File: config.mk
export PLATFORM = sky130hd
export DESIGN_NAME = mem_port_arbiter_flat
export DESIGN_NICKNAME = d
export VERILOG_FILES = /design/src/rtl/mem_port_arbiter_if.sv /design/src/rtl/mem_port_arbiter.sv /design/src/flat_wrapper.sv
export SDC_FILE = /design/constraint.sdc
export NUM_CORES = 1
export LEC_CHECK = 0
export CAP_MARGIN = 30
export CORE_ASPECT_RATIO = 1.75
export CORE_MARGIN = 1.5
export CORE_UTILIZATION = 44
export CTS_BUF_LIST = sky130_fd_sc_hd__clkbuf_16
export CTS_CLUSTER_DIAMETER = 30
export DETAILED_ROUTE_END_ITERATION = 12
export GPL_ROUTABILITY_DRIVEN = 1
export PLACE_DENSITY = 0.94
export SYNTH_ARGS = -nofsm -noshare
export SYNTH_HDL_FRONTEND = slang
export SYNTH_SLANG_ARGS = --single-unit
File: constraint.sdc
create_clock -name clk -period 5.2 [get_ports clk]
set_clock_uncertainty 0.1 [all_clocks]
set_input_delay 1.56 -clock clk [delete_from_list [all_inputs] [get_ports clk]]
set_output_delay 1.56 -clock clk [all_outputs]
set_load 0.05 [all_outputs]
File: src/rtl/mem_port_arbiter_if.sv
// Bus bundle for mem_port_arbiter: fetch port, data port, memory port and pipeline freeze.
// The slave modport is the arbiter's view; the master modport is the CPU/memory side.
interface mem_port_arbiter_if #(
  parameter int WORD_LEN = 32
);
  logic                if_req;
  logic [WORD_LEN-1:0] if_addr;
  logic [WORD_LEN-1:0] if_rdata;
  logic                if_ready;
  logic                mem_rd_en;
  logic                mem_wr_en;
  logic [WORD_LEN-1:0] mem_addr;
  logic [WORD_LEN-1:0] mem_wdata;
  logic [WORD_LEN-1:0] mem_rdata;
  logic                mem_ready;
  logic                ram_en;
  logic                ram_we;
  logic [WORD_LEN-1:0] ram_addr;
  logic [WORD_LEN-1:0] ram_wdata;
  logic [WORD_LEN-1:0] ram_rdata;
  logic                pipe_freeze;

  modport slave (
    input  if_req, if_addr, mem_rd_en, mem_wr_en, mem_addr, mem_wdata, ram_rdata,
    output if_rdata, if_ready, mem_rdata, mem_ready,
    output ram_en, ram_we, ram_addr, ram_wdata, pipe_freeze
  );

  modport master (
    output if_req, if_addr, mem_rd_en, mem_wr_en, mem_addr, mem_wdata, ram_rdata,
    input  if_rdata, if_ready, mem_rdata, mem_ready,
    input  ram_en, ram_we, ram_addr, ram_wdata, pipe_freeze
  );
endinterface

File: src/rtl/mem_port_arbiter.sv
// Shares one fixed-latency single-port memory between the fetch and data ports.
// Define MEM_ARB_RR_EN for round-robin on simultaneous requests; otherwise data always wins.
module mem_port_arbiter #(
  parameter int WORD_LEN = 32,
  parameter int MEM_LAT  = 2
) (
  input  logic              clk,
  input  logic              rst,
  mem_port_arbiter_if.slave bus
);

  localparam int              CNT_W    = $clog2(MEM_LAT + 1);
  localparam logic [CNT_W-1:0] CNT_LAST = CNT_W'(MEM_LAT - 1);

  typedef enum logic [2:0] {
    IDLE  = 3'd0,
    D_ACC = 3'd1,
    I_ACC = 3'd2,
    D_RSP = 3'd3,
    I_RSP = 3'd4
  } state_t;

  state_t              state_r;
  state_t              state_nxt_s;
  logic [CNT_W-1:0]    cnt_r;
  logic [WORD_LEN-1:0] addr_r;
  logic [WORD_LEN-1:0] wdata_r;
  logic                we_r;
  logic [WORD_LEN-1:0] if_rdata_r;
  logic [WORD_LEN-1:0] mem_rdata_r;
  logic                d_pend_s;
  logic                data_prio_s;
  logic                grant_d_s;
  logic                grant_i_s;
  logic                acc_s;
  logic                last_cyc_s;

  assign d_pend_s   = bus.mem_rd_en | bus.mem_wr_en;
  assign acc_s      = (state_r == D_ACC) || (state_r == I_ACC);
  assign last_cyc_s = acc_s && (cnt_r == CNT_LAST);

`ifdef MEM_ARB_RR_EN
  logic last_grant_r;

  // Remember which port won the most recent grant (1 = data, 0 = fetch).
  always_ff @(posedge clk) begin
    if (rst) begin
      last_grant_r <= 1'b0;
    end else if (grant_d_s) begin
      last_grant_r <= 1'b1;
    end else if (grant_i_s) begin
      last_grant_r <= 1'b0;
    end
  end

  assign data_prio_s = ~last_grant_r;
`else
  assign data_prio_s = 1'b1;
`endif

  // Next-state and grant decision; requests only matter while IDLE.
  always_comb begin
    state_nxt_s = state_r;
    grant_d_s   = 1'b0;
    grant_i_s   = 1'b0;
    case (state_r)
      IDLE: begin
        if (d_pend_s && (data_prio_s || !bus.if_req)) begin
          grant_d_s   = 1'b1;
          state_nxt_s = D_ACC;
        end else if (bus.if_req) begin
          grant_i_s   = 1'b1;
          state_nxt_s = I_ACC;
        end else begin
          state_nxt_s = IDLE;
        end
      end
      D_ACC: begin
        if (last_cyc_s) begin
          state_nxt_s = D_RSP;
        end else begin
          state_nxt_s = D_ACC;
        end
      end
      I_ACC: begin
        if (last_cyc_s) begin
          state_nxt_s = I_RSP;
        end else begin
          state_nxt_s = I_ACC;
        end
      end
      D_RSP:   state_nxt_s = IDLE;
      I_RSP:   state_nxt_s = IDLE;
      default: state_nxt_s = IDLE;
    endcase
  end

  // State, latency counter, latched request and per-port read data.
  always_ff @(posedge clk) begin
    if (rst) begin
      state_r     <= IDLE;
      cnt_r       <= {CNT_W{1'b0}};
      addr_r      <= {WORD_LEN{1'b0}};
      wdata_r     <= {WORD_LEN{1'b0}};
      we_r        <= 1'b0;
      if_rdata_r  <= {WORD_LEN{1'b0}};
      mem_rdata_r <= {WORD_LEN{1'b0}};
    end else begin
      state_r <= state_nxt_s;
      if (grant_d_s) begin
        addr_r  <= bus.mem_addr;
        we_r    <= bus.mem_wr_en;
        wdata_r <= bus.mem_wdata;
      end else if (grant_i_s) begin
        addr_r  <= bus.if_addr;
        we_r    <= 1'b0;
        wdata_r <= {WORD_LEN{1'b0}};
      end
      // The counter stops at MEM_LAT-1 so its width never has to hold a wrap.
      if (state_r == IDLE) begin
        cnt_r <= {CNT_W{1'b0}};
      end else if (acc_s && !last_cyc_s) begin
        cnt_r <= cnt_r + CNT_W'(1);
      end
      if (last_cyc_s && !we_r) begin
        if (state_r == D_ACC) begin
          mem_rdata_r <= bus.ram_rdata;
        end else begin
          if_rdata_r <= bus.ram_rdata;
        end
      end
    end
  end

  assign bus.ram_en      = acc_s;
  assign bus.ram_we      = acc_s & we_r;
  assign bus.ram_addr    = addr_r;
  assign bus.ram_wdata   = wdata_r;
  assign bus.mem_ready   = (state_r == D_RSP);
  assign bus.if_ready    = (state_r == I_RSP);
  assign bus.mem_rdata   = mem_rdata_r;
  assign bus.if_rdata    = if_rdata_r;
  assign bus.pipe_freeze = (d_pend_s & ~bus.mem_ready) | (bus.if_req & ~bus.if_ready);

endmodule

File: src/flat_wrapper.sv
// flat-port wrapper written by rule: the top's interface ports become plain ports
module mem_port_arbiter_flat 
#(
  parameter int WORD_LEN = 32,
  parameter int MEM_LAT  = 2
)
  (clk, rst, bus_if_req, bus_if_addr, bus_mem_rd_en, bus_mem_wr_en, bus_mem_addr, bus_mem_wdata, bus_ram_rdata, bus_if_rdata, bus_if_ready, bus_mem_rdata, bus_mem_ready, bus_ram_en, bus_ram_we, bus_ram_addr, bus_ram_wdata, bus_pipe_freeze);
  mem_port_arbiter_if #(.WORD_LEN(WORD_LEN)) bus_i ();
  input  logic clk;
  input  logic rst;
  input wire logic [$bits(bus_i.if_req)-1:0] bus_if_req;
  input wire logic [$bits(bus_i.if_addr)-1:0] bus_if_addr;
  input wire logic [$bits(bus_i.mem_rd_en)-1:0] bus_mem_rd_en;
  input wire logic [$bits(bus_i.mem_wr_en)-1:0] bus_mem_wr_en;
  input wire logic [$bits(bus_i.mem_addr)-1:0] bus_mem_addr;
  input wire logic [$bits(bus_i.mem_wdata)-1:0] bus_mem_wdata;
  input wire logic [$bits(bus_i.ram_rdata)-1:0] bus_ram_rdata;
  output wire logic [$bits(bus_i.if_rdata)-1:0] bus_if_rdata;
  output wire logic [$bits(bus_i.if_ready)-1:0] bus_if_ready;
  output wire logic [$bits(bus_i.mem_rdata)-1:0] bus_mem_rdata;
  output wire logic [$bits(bus_i.mem_ready)-1:0] bus_mem_ready;
  output wire logic [$bits(bus_i.ram_en)-1:0] bus_ram_en;
  output wire logic [$bits(bus_i.ram_we)-1:0] bus_ram_we;
  output wire logic [$bits(bus_i.ram_addr)-1:0] bus_ram_addr;
  output wire logic [$bits(bus_i.ram_wdata)-1:0] bus_ram_wdata;
  output wire logic [$bits(bus_i.pipe_freeze)-1:0] bus_pipe_freeze;
  assign bus_i.if_req = bus_if_req;
  assign bus_i.if_addr = bus_if_addr;
  assign bus_i.mem_rd_en = bus_mem_rd_en;
  assign bus_i.mem_wr_en = bus_mem_wr_en;
  assign bus_i.mem_addr = bus_mem_addr;
  assign bus_i.mem_wdata = bus_mem_wdata;
  assign bus_i.ram_rdata = bus_ram_rdata;
  assign bus_if_rdata = bus_i.if_rdata;
  assign bus_if_ready = bus_i.if_ready;
  assign bus_mem_rdata = bus_i.mem_rdata;
  assign bus_mem_ready = bus_i.mem_ready;
  assign bus_ram_en = bus_i.ram_en;
  assign bus_ram_we = bus_i.ram_we;
  assign bus_ram_addr = bus_i.ram_addr;
  assign bus_ram_wdata = bus_i.ram_wdata;
  assign bus_pipe_freeze = bus_i.pipe_freeze;
  mem_port_arbiter #(.WORD_LEN(WORD_LEN), .MEM_LAT(MEM_LAT)) u_core (.clk(clk), .rst(rst), .bus(bus_i));
endmodule
==> flow_summary_export.csv, run 1 <==
group,metric,value,unit
clock_network,cts_root_buffer,"clkbuf_16",
setup_path,worst_setup_path_start_kind,"primary input",
routing,vias,6089,
cells_and_area,fin_nets,1023,
setup_path,critPathMaxFanout,2,
routing,viasPerCell,5.691,
grt,antenna_found_initial,0,
cells_and_area,multi_input_area,0.002580,mm2
place,gp_congestion,0.8626,
synth,syn_inst,671,
setup_path,reg2reg_slack,3060,ps
setup_path,cp-startpoint,"bus_if_req",
clock_network,cts-hold-fix-buffers,0,
timing,post-route-min-period,4242,ps
timing,max_slew_margin,34.77,%
synth,syn-num-nets,805,
timing,max_freq,0.2357,GHz
routing,routed_wl,18.60,mm
clock_network,clock-sinks,134,
timing,rsz0062_at_grt,"false",
setup_path,reg2regPathDepth,5,
cells_and_area,instances_no_fill,1070,
clock_network,cts.path.max_buffers,2,
timing,period_share,81.57,%
worst_hold_path,hold_class,"reg -> reg",
timing,finalMaxSlewViolations,0,
clock_network,cts_buffers,17,
routing,initialDrtViolationCount,288,
setup_path,cp-end-kind,"output pin",
routing,ant_nets,0,
grt,grt_max_degree,65,
timing,holdWs,372.6,ps
synth,synth-xor-area-share,0,%
synth,synthAdderAreaFrac,0.2238,%
routing,met3_length,1.104,mm
cells_and_area,final_common_cell,"clkdlybuf4s50_1",
cells_and_area,synthToLayoutAreaGrowth,58.59,%
routing,firstDrtPassIters,6,
cells_and_area,seq_area,0.002683,mm2
synth,async_reset_ff_share,0,%
synth,ys_seq_area_share,47.99,%
synth,ys_warn_count,0,
power_and_ir_drop,pwr-share-clk,35.5,%
power_and_ir_drop,power_density,381.4,mW/mm2
clock_network,htree_levels,4,
clock_network,cts_tree,"done",
synth,avgSynthCellArea,8.331,um2
die,start_util,44.97,%
synth,synth_top_area_share,47.99,%
setup_path,cp_data_arrival_time,2580,ps
timing,fin_setup_tns,0,ps
place,dpl_worst_slack,956.4,ps
cells_and_area,fin_area,0.008866,mm2
synth,synth_top_family_by_area,"compound AO/OA/AOI/OAI gates",
die,ios,266,
routing,wl_met1,6.650,mm
timing,worstMarginPinSlew,978.5,ps
synth,netlist_area,0.005590,mm2
grt,grt_pass1_vias,5726,
clock_network,clkTransAtPathRegs,60,ps
status,status,"completed",
cells_and_area,final_layout_size_suffix_gt1_share,9.313,%
timing,final-hold-violation-count,0,
setup_path,r2r_end,"u_core.bus.mem_rdata[31]",
cells_and_area,final_cell_mix,"263 x clkdlybuf4s50_1, 134 x dfxtp_1, 128 x a21oi_1",
clock_network,post_cts_resized,0,
grt,grt_usage,27.34,%
setup_path,crit_end,"bus_pipe_freeze",
die,die_w,88.21,um
synth,synthTopCellsByArea,"dfxtp_1 48%, a21oi_1 11%, o21ai_0 11%, nand3_1 8.9%, or4b_2 4.1%",
power_and_ir_drop,vdd_ir_drop_max,0.2333,mV
timing,finalWorstSetupSlack,958.2,ps
synth,synthSimpleGateAreaFrac,17.44,%
synth,synth_edf_count,0,
power_and_ir_drop,sw_frac_of_total,35.26,%
grt,overflow,0,
cells_and_area,nFillCells,971,
synth,synth_largest_area_cell,"dfxtp_1",
synth,synth.area.mux_share,0.4029,%
die,die_y,152.1,um
setup_path,path_class,"in -> out",
place,dp_cells,1038,
setup_path,crit_required,3540,ps
die,die_area,0.01342,mm2
job,max_cap_violations,0,
power_and_ir_drop,leakage,2.980,nW
clock_network,cts_setup_buffers,0,
routing,route.met2.wl,9.775,mm
clock_network,clkLatencyLatePin,400,ps
synth,synth_compound_area_share,27.66,%
die,num_rows,54,
place,placed_cell_area,0.008273,mm2
die,core-area,0.01243,mm2
power_and_ir_drop,p_comb_share,29.9,%
setup_path,reg2reg_from,"u_core.cnt_r[0]",
cells_and_area,diodes,0,
place,hpwl,12.62,mm
power_and_ir_drop,p_switching,1.192,mW
timing,setup_viol,0,
power_and_ir_drop,internal_power,2.189,mW
routing,wl_per_cell,17.39,um
place,io_buffers,265,
routing,drc,0,
power_and_ir_drop,seqPwrFrac,34.6,%
routing,highest_layer,"met4",
synth,yosysUniqueCellTypes,34,
synth,ys.flop_type,"dfxtp_1",
synth,ys_seq_elements,134,
grt,grt_pass1_wl,28.97,mm
==> worst min path at each step <==
stage                                   startpoint                        to  slack, ps  cells after the start
after global placement    u_core.bus.ram_wdata[30]  u_core.bus.ram_wdata[30]        360                      2
after CTS                  u_core.bus.ram_wdata[4]   u_core.bus.ram_wdata[4]        370                      2
after floorplan                        u_core.we_r               u_core.we_r        370                      2
final                      u_core.bus.ram_wdata[4]   u_core.bus.ram_wdata[4]        370                      2
after detailed placement  u_core.bus.ram_wdata[21]  u_core.bus.ram_wdata[21]        360                      2
after global routing        u_core.bus.if_rdata[5]    u_core.bus.if_rdata[5]        390                      2
==> area by class of cell <==
type	count	area share, %
clock buffer	17	4.798
clock inverter	15	1.891
inverter	2	0.08467
multi-input combinational	453	29.10
sequential	134	30.26
tap	168	2.371
timing repair buffer	281	31.50
==> sequential cells by signal, indices dropped and copies added (netlist names) <==
name                  flops
u_core.cnt_r              2
u_core.state_r            3
u_core.bus.ram_wdata     32
u_core.bus.mem_rdata     32
u_core.bus.if_rdata      32
u_core.we_r               1
u_core.bus.ram_addr      32
==> metrics by stage <==
stage                     power [mW]  util, %
after floorplan                1.829        -
final                          3.382    71.32
after detailed placement       2.198    66.55
after global placement         2.179    66.38
after global routing           3.519    71.32
after CTS                      3.403    71.32
==> synth_stat cells, types with 3 or more instances <==
library cell and count:
a211oi_1 30, nor2_1 3, or4b_1 6, buf_2 12, nor3b_1 3, a21oi_1 128
clkbuf_1 56, nor2b_1 3, a31oi_1 3, dfxtp_1 134, o21ai_1 8, nand3_1 99
or4b_2 23, buf_1 9, nand2_1 3, nor3_1 6, nand4_1 3, o21ai_0 121
==> worst max-delay path: stages <==
cell and delay (ps):
clkdlybuf4s50_1 500, inv_1 70, o22ai_1 270, buf_12 180
==> layer usage <==
metal,vias to the layer above,GRT usage (%)
met2,298,45.69
met4,0,17.86
met5,-,0
met1,2814,30.69
met3,70,5.323
li1,2907,-
==> kinds of logic after synthesis <==
group                    Yosys count
multiplexers                       2
flip-flops                       134
adder cells (fa/ha/maj)            1
buffers and inverters             84
AND/OR/NAND/NOR                  158
AO/OA/AOI/OAI                    292
==> power groups by stage <==
| stage | clock network, mW | registers (mW) | logic, mW |
|---|---|---|---|
| after floorplan | 0 | 1.47 | 0.356 |
| after global placement | 0 | 1.19 | 0.994 |
| after detailed placement | 0 | 1.19 | 1.01 |
| after CTS | 1.22 | 1.17 | 1.01 |
| after global routing | 1.27 | 1.18 | 1.07 |
| final | 1.20 | 1.17 | 1.01 |
Power figures use the tool's default switching activity.
==> run 2, diff against run 1 <==
CORE_UTILIZATION = 41   (was 44)
PLACE_DENSITY = 0.89   (was 0.94)
clock period = 4 ns   (was 5.2 ns; I/O delays follow)
==> flow_summary_export.csv, run 2 (same netlist as run 1, synthesis figures left out) <==
group,metric,value,unit
grt,grt_max_degree,75,
cells_and_area,utilization,66.13,%
place,dpl_worst_slack,493.0,ps
timing,worstMarginPinSlew,1034,ps
timing,finalMaxSlewViolations,0,
grt,overflow,0,
setup_path,path_class,"in -> out",
routing,vias,6067,
power_and_ir_drop,power_density,488.5,mW/mm2
clock_network,cts.path.max_buffers,2,
power_and_ir_drop,vdd_ir_drop_max,0.3431,mV
status,status,"completed",
cells_and_area,diodes,0,
die,die_area,0.01437,mm2
cells_and_area,final_common_cell,"clkdlybuf4s50_1",
power_and_ir_drop,leakage,2.984,nW
die,core-area,0.01338,mm2
setup_path,cp-startpoint,"bus_if_req",
place,hpwl,12.84,mm
clock_network,cts_setup_buffers,0,
die,num_rows,56,
setup_path,crit_required,2700,ps
clock_network,cts_tree,"done",
die,die_y,157.5,um
clock_network,cts_buffers,17,
job,max_cap_violations,0,
clock_network,clkTransAtPathRegs,60,ps
clock_network,cts_root_buffer,"clkbuf_16",
timing,rsz0062_at_grt,"false",
clock_network,clock-sinks,134,
clock_network,cts-hold-fix-buffers,0,
timing,fin_setup_tns,0,ps
setup_path,reg2regPathDepth,5,
place,placed_cell_area,0.008290,mm2
cells_and_area,fin_nets,1024,
setup_path,critPathMaxFanout,2,
grt,grt_pass1_vias,5848,
worst_hold_path,min_from,"u_core.bus.mem_rdata[19]",
routing,wl_per_cell,17.56,um
clock_network,post_cts_resized,0,
cells_and_area,synthToLayoutAreaGrowth,58.30,%
routing,initialDrtViolationCount,371,
timing,setup_viol,0,
routing,routed_wl,18.87,mm
grt,grt_pass1_wl,29.22,mm
setup_path,cp-end-kind,"output pin",
setup_path,worst_setup_path_start_kind,"primary input",
routing,firstDrtPassIters,5,
die,die_w,91.27,um
setup_path,reg2reg_from,"u_core.cnt_r[0]",
timing,period_share,87.81,%
worst_hold_path,hold_class,"reg -> reg",
cells_and_area,fin_area,0.008850,mm2
grt,grt_usage,25.41,%
routing,viasPerCell,5.644,
grt,antenna_found_initial,0,
timing,post-route-min-period,3513,ps
setup_path,cp_data_arrival_time,2210,ps
place,gp_congestion,0.8347,
clock_network,clkLatencyLatePin,400,ps
timing,max_slew_margin,31.10,%
routing,ant_nets,0,
cells_and_area,final_layout_size_suffix_gt1_share,9.434,%
die,start_util,41.77,%
timing,max_freq,0.2847,GHz
routing,drc,0,
worst_hold_path,whs_path_depth,2,
place,io_buffers,265,
cells_and_area,final_cell_mix,"261 x clkdlybuf4s50_1, 134 x dfxtp_1, 128 x a21oi_1",
timing,final-hold-violation-count,0,
timing,finalWorstSetupSlack,487.5,ps
clock_network,htree_levels,4,
die,ios,266,
-- run 2: per-layer routing --
metal	wire (um)	share of wire, %	global-route usage, %	vias up
li1	-	-	-	2910
met1	7034	37	28.01	2829
met2	9835	52	43.92	266
met3	1004	5.3	5.507	62
met4	1000	5.3	16.07	0
met5	0	0	0	-
-- run 2: through the flow --
step           instances  power [mW]  hold WS, ps
3_3_place_gp        1044       2.834        355.5
3_5_place_dp        1045       2.860        365.1
4_1_cts             1075       4.358        373.5
2_1_floorplan        671       2.378        371.2
6_report            1075       4.323        371.7
5_1_grt             1075       4.499        387.0
-- run 2: critical path, stage by stage --
cell             delay (ps)
clkdlybuf4s50_1         470
inv_1                    90
o22ai_1                 270
buf_12                  180
-- run 2: path summary, 6_finish.rpt --
| check | to | slack, ps |
|---|---|---|
| min reg2reg | u_core.bus.mem_rdata[19] | 370 |
| min | u_core.bus.mem_rdata[19] | 370 |
| max | bus_pipe_freeze | 490 |
| max reg2reg | u_core.bus.mem_rdata[8] | 1840 |
-- run 2: power by group --
part	leakage [nW]	internal [mW]	switching, mW	total [mW]
combinational	1.62	0.459	0.856	1.32
clock	0.272	0.908	0.578	1.49
sequential	1.09	1.45	0.0694	1.52
-- run 2: layout make-up --
cell class | count | area (um2)
fillers | 1124 | 4533
repair buffers | 282 | 2803
flip-flops and latches | 134 | 2683
multi-input cells | 453 | 2580
clock buffers | 17 | 425.4
well taps | 174 | 217.7
clock inverters | 13 | 133.9
inverters | 2 | 7.507
